**src/rtl/seq_multiplier.sv**
```systemverilog
// Iterative shift-add multiplier: one partial product per clock, WIDTH cycles per
// operation, optional two's-complement mode via magnitude multiply + final negate.
module seq_multiplier #(
  parameter int WIDTH = 8
) (
  input  logic               clk,
  input  logic               rst,
  input  logic               start,
  input  logic               sgn,
  input  logic [WIDTH-1:0]   A,
  input  logic [WIDTH-1:0]   B,
  output logic               busy,
  output logic               done,
  output logic [2*WIDTH-1:0] P
);
  localparam int PW = 2 * WIDTH;
  localparam int CW = (WIDTH > 2) ? $clog2(WIDTH) : 1;

  typedef enum logic {IDLE, RUN} state_t;

  state_t          state, state_nxt;
  logic            accept, last;
  logic [PW-1:0]   mcand, acc, acc_sum;
  logic [WIDTH-1:0] mplier, a_mag, b_mag;
  logic [CW-1:0]   cnt;
  logic            neg;

  // Signed operands are multiplied as magnitudes; -2^(WIDTH-1) maps to itself,
  // which reads correctly as an unsigned WIDTH-bit magnitude.
  assign a_mag   = (sgn && A[WIDTH-1]) ? -A : A;
  assign b_mag   = (sgn && B[WIDTH-1]) ? -B : B;
  assign acc_sum = acc + (mplier[0] ? mcand : '0);
  assign busy    = (state == RUN);

  always_ff @(posedge clk or posedge rst) begin
    if (rst) state <= IDLE;
    else     state <= state_nxt;
  end

  always_comb begin
    state_nxt = state;
    accept    = 1'b0;
    last      = 1'b0;
    case (state)
      IDLE: if (start) begin
        accept    = 1'b1;
        state_nxt = RUN;
      end
      RUN: if (cnt == CW'(WIDTH - 1)) begin
        last      = 1'b1;
        state_nxt = IDLE;
      end
      default: state_nxt = IDLE;
    endcase
  end

  always_ff @(posedge clk or posedge rst) begin
    if (rst) begin
      mcand  <= '0;
      mplier <= '0;
      acc    <= '0;
      cnt    <= '0;
      neg    <= 1'b0;
      done   <= 1'b0;
      P      <= '0;
    end else begin
      done <= 1'b0;
      if (accept) begin
        mcand  <= {{WIDTH{1'b0}}, a_mag};
        mplier <= b_mag;
        acc    <= '0;
        cnt    <= '0;
        neg    <= sgn & (A[WIDTH-1] ^ B[WIDTH-1]);
      end else if (state == RUN) begin
        acc    <= acc_sum;
        mcand  <= mcand << 1;
        mplier <= mplier >> 1;
        cnt    <= cnt + CW'(1);
        if (last) begin
          P    <= neg ? -acc_sum : acc_sum;
          done <= 1'b1;
        end
      end
    end
  end
endmodule

```
**config.mk**
```make
export PLATFORM = sky130hd
export DESIGN_NAME = seq_multiplier
export DESIGN_NICKNAME = d
export VERILOG_FILES = /design/src/rtl/seq_multiplier.sv
export SDC_FILE = /design/constraint.sdc
export NUM_CORES = 1
export LEC_CHECK = 0
export ABC_CLOCK_PERIOD_IN_PS = 5650
export BUFFER_PORTS_ARGS = -buffer_cell sky130_fd_sc_hd__buf_2
export CORE_UTILIZATION = 64
export CTS_CLUSTER_SIZE = 30
export DETAILED_ROUTE_END_ITERATION = 8
export PLACE_DENSITY = 0.85
export SLEW_MARGIN = 20
export SYNTH_ARGS = -nofsm -noshare
export SYNTH_HDL_FRONTEND = slang
export SYNTH_SLANG_ARGS = --single-unit
```
**constraint.sdc**
```tcl
create_clock -name clk -period 5.65 [get_ports clk]
set_input_delay 0.2825 -clock clk [delete_from_list [all_inputs] [get_ports clk]]
set_output_delay 0.2825 -clock clk [all_outputs]
set_load 0.005 [all_outputs]
```
==> results.toml <==
[outcome]
status = "finished, final reports clean"

[global_route]
grt_max_degree = 66
grt_pass1_wl_microns = 14600
grtUsageTotal = 0.295
antenna_found_initial = 0
grt_pass1_vias = 3304
overflow = 0

[worst_setup_path]
cp-endpoint = "P[15]"
path_class = "reg2reg"
required_ps = 5900
slowest_delay_ps = 560
reg2reg_to = "P[15]"
cp-startpoint = "mplier[0]"
path_common_cell = "and2_1"
path_cells = "and2_1, ha_1, fa_1, a211oi_1, o21ai_0, and2_1, a211o_1, or4b_4, or4_4, and3_4, o31ai_2"
slowest_stage = "or4b_4"
critPathArrivalTime_ps = 4240
reg2reg_depth = 11
rrSetupSlack_ps = 1660
reg2reg_from = "mplier[0]"
worstPathMaxFanout = 17
crit_path_end_kind = "flip-flop"
cp-start-kind = "flip-flop"

[cts]
clockBufferDepth = 2
clkTransAtPathRegs_ps = 70
cts_root_buffer = "clkbuf_8"
cts_resized = 0
cts_buffers = 9
clock_latency_ps = 350
cts_tree = "built"
postCtsHoldBufs = 0
cts_setup_buffers = 0
htree_levels = 3
clock-sinks = 62

[synthesis]
syn_avg_cell_area_sq_um = 8.53
synth_nets = 507
synth-edff-count = 0
synth.cells.most_frequent = "77 x nand2_1, 75 x o21ai_0, 62 x dfrtp_1"
ys_ff_latch = 62
synthCells = 466
synth_most_common_cell = "nand2_1"
synth_flop_cell = "dfrtp_1"
yosysTopAreaCell = "dfrtp_1"
synth.cell_area_sq_mm = 0.00398
seq_area_frac_synth = 0.390
synth_cell_types = 50
synth_top_area_frac = 0.390
synth_warnings = 0
async_flop_share = 1.00
yosys-top-cells-area = "dfrtp_1 39%, o21ai_0 9.4%, nand2_1 7.3%, ha_1 6.3%, xor2_1 3.3%"

[layout]
nNetsFinal = 535
final_cells = 574
drive_gt1_frac = 0.124
n_antenna_cell = 0
final_area_sq_mm = 0.00438
syn2layout_area_growth_pct = 10.2

[route]
routed_wl_microns = 8370
via_per_inst = 5.95
drc_errors = 0
drt_first_iter_violations = 277
num_vias = 3413
ant_nets = 0
routedWlPerCell_microns = 14.6
firstDrtPassIters = 5

[worst_hold_path]
min_path_type = "in2async"

[timing]
slew_violations = 0
fin_tns_setup_ps = 0
finalHoldViolCount = 0
clock_skew_ps = 8.04
min_period_over_period = 0.706
worst_pin_slew_ps = 938
layout_setup_ws_ps = 1660
rsz0062_at_grt = "false"
fin_crit_ps = 3990
fmax_mhz = 251
setup_viol = 0
max-slew-margin-rel = 0.367

[floorplan]
die_area_sq_mm = 0.00653
core-area_sq_mm = 0.00596
start_util = 0.668
ioPinCount = 38
die_h_microns = 80.8
die_w_microns = 80.8
std_cell_rows = 28

[placed_design]
place_inst = 558
dp_hpwl_microns = 5990
placedInstanceArea_sq_mm = 0.00418
pre_cts_ws_ps = 1730
io_buffers = 37
gp_congestion = 0.910

[pwr]
clockPowerShare = 0.173
pwr-share-comb = 0.491
irDropWorstVdd_v = 0.000288
p_sw_frac = 0.422
p_seq_frac = 0.336
netSwitchingPower_mw = 0.960
p_leak_nw = 2.05
p_per_area_mw_per_mm2 = 520
internal_power_mw = 1.32

[flow_run]
maxCapViolCount = 0
## registers in the layout (all words and copies together), names as in the netlist
signal / cells
P: 16
acc: 16
neg: 1
cnt: 3
mplier: 8
done: 1
mcand: 16
busy: 1
## worst min-delay path by stage
stage               start         to  slack [ps]  cells after the start
floorplan            B[7]  mplier[7]         420                      2
global placement    P[10]      P[10]         460                      2
detailed placement   P[8]       P[8]         460                      2
CTS                   rst       P[0]         180                      3
global route          rst       P[2]         230                      3
finish                rst       P[0]         160                      3
## cell usage in the layout (no fill, tap or decap), drive strengths merged, types with 2 or more instances in the layout
cell type	count
xor2	15
a211o	2
a31oi	4
or4	2
o31ai	10
o21ai	77
nor2b	3
buf	39
nand2	77
o2111ai	2
a22o	9
mux2i	3
or3	7
dfrtp	62
a21oi	17
nand3	14
o211ai	4
a21o	4
clkbuf	12
and2	18
o21a	4
a2111o	2
and4	2
ha	20
nand2b	14
xnor2	14
nor3	7
inv	16
nand4	2
a211oi	4
nor4	2
nor2	15
clkinv	3
and3	2
## power groups by stage
| stage | logic, mW | registers [mW] | clock network (mW) |
|---|---|---|---|
| finish | 1.12 | 0.765 | 0.395 |
| global route | 1.27 | 0.794 | 0.427 |
| CTS | 1.11 | 0.765 | 0.399 |
| detailed placement | 1.10 | 0.769 | 0 |
| global placement | 1.04 | 0.760 | 0 |
| floorplan | 0.857 | 0.734 | 0 |
## logic make-up (layout without fill, tap and decap cells)
family,Yosys count,in the layout,share of synthesized area
multiplexers,4,4,0.0104
AND/OR/NAND/NOR,170,170,0.212
AO/OA/AOI/OAI,142,142,0.218
XOR/XNOR,29,29,0.0639
adder cells (fa/ha/maj),21,21,0.0680
buffers and inverters,38,71,0.0381
flip-flops,62,62,0.390
## per-stage QoR
| stage | hold WS, ps | util | total power [mW] |
|---|---|---|---|
| global placement | 456 | 0.702 | 1.80 |
| global route | 229 | 0.736 | 2.49 |
| CTS | 179 | 0.735 | 2.27 |
| finish | 157 | 0.736 | 2.28 |
| detailed placement | 465 | 0.702 | 1.87 |
| floorplan | 425 | - | 1.59 |
## worst max-delay path: cells and delay by family (launching register included)
kind                     cells  cell delay (ps)
adder cells (fa/ha/maj)      2              670
flip-flops                   1              510
AND/OR/NAND/NOR              5             1710
AO/OA/AOI/OAI                4             1010
## metal layers
layer  GRT usage  wire length, microns  up-vias
met3      0.0787                   446       20
met2       0.479                  3970      108
met4       0.113                   162        0
met1       0.374                  3790     1581
met5           0                     0        -
li1            -                     -     1704
## final cells by class
class	count	area, sq um
clock buffer	12	155
inverter	16	60.1
fill	457	1570
timing repair buffer	39	200
clock inverter	4	45.0
tap	75	93.8
sequential	62	1550
multi-input combinational	366	2280
No activity file was read; power rests on OpenSTA's default activity.
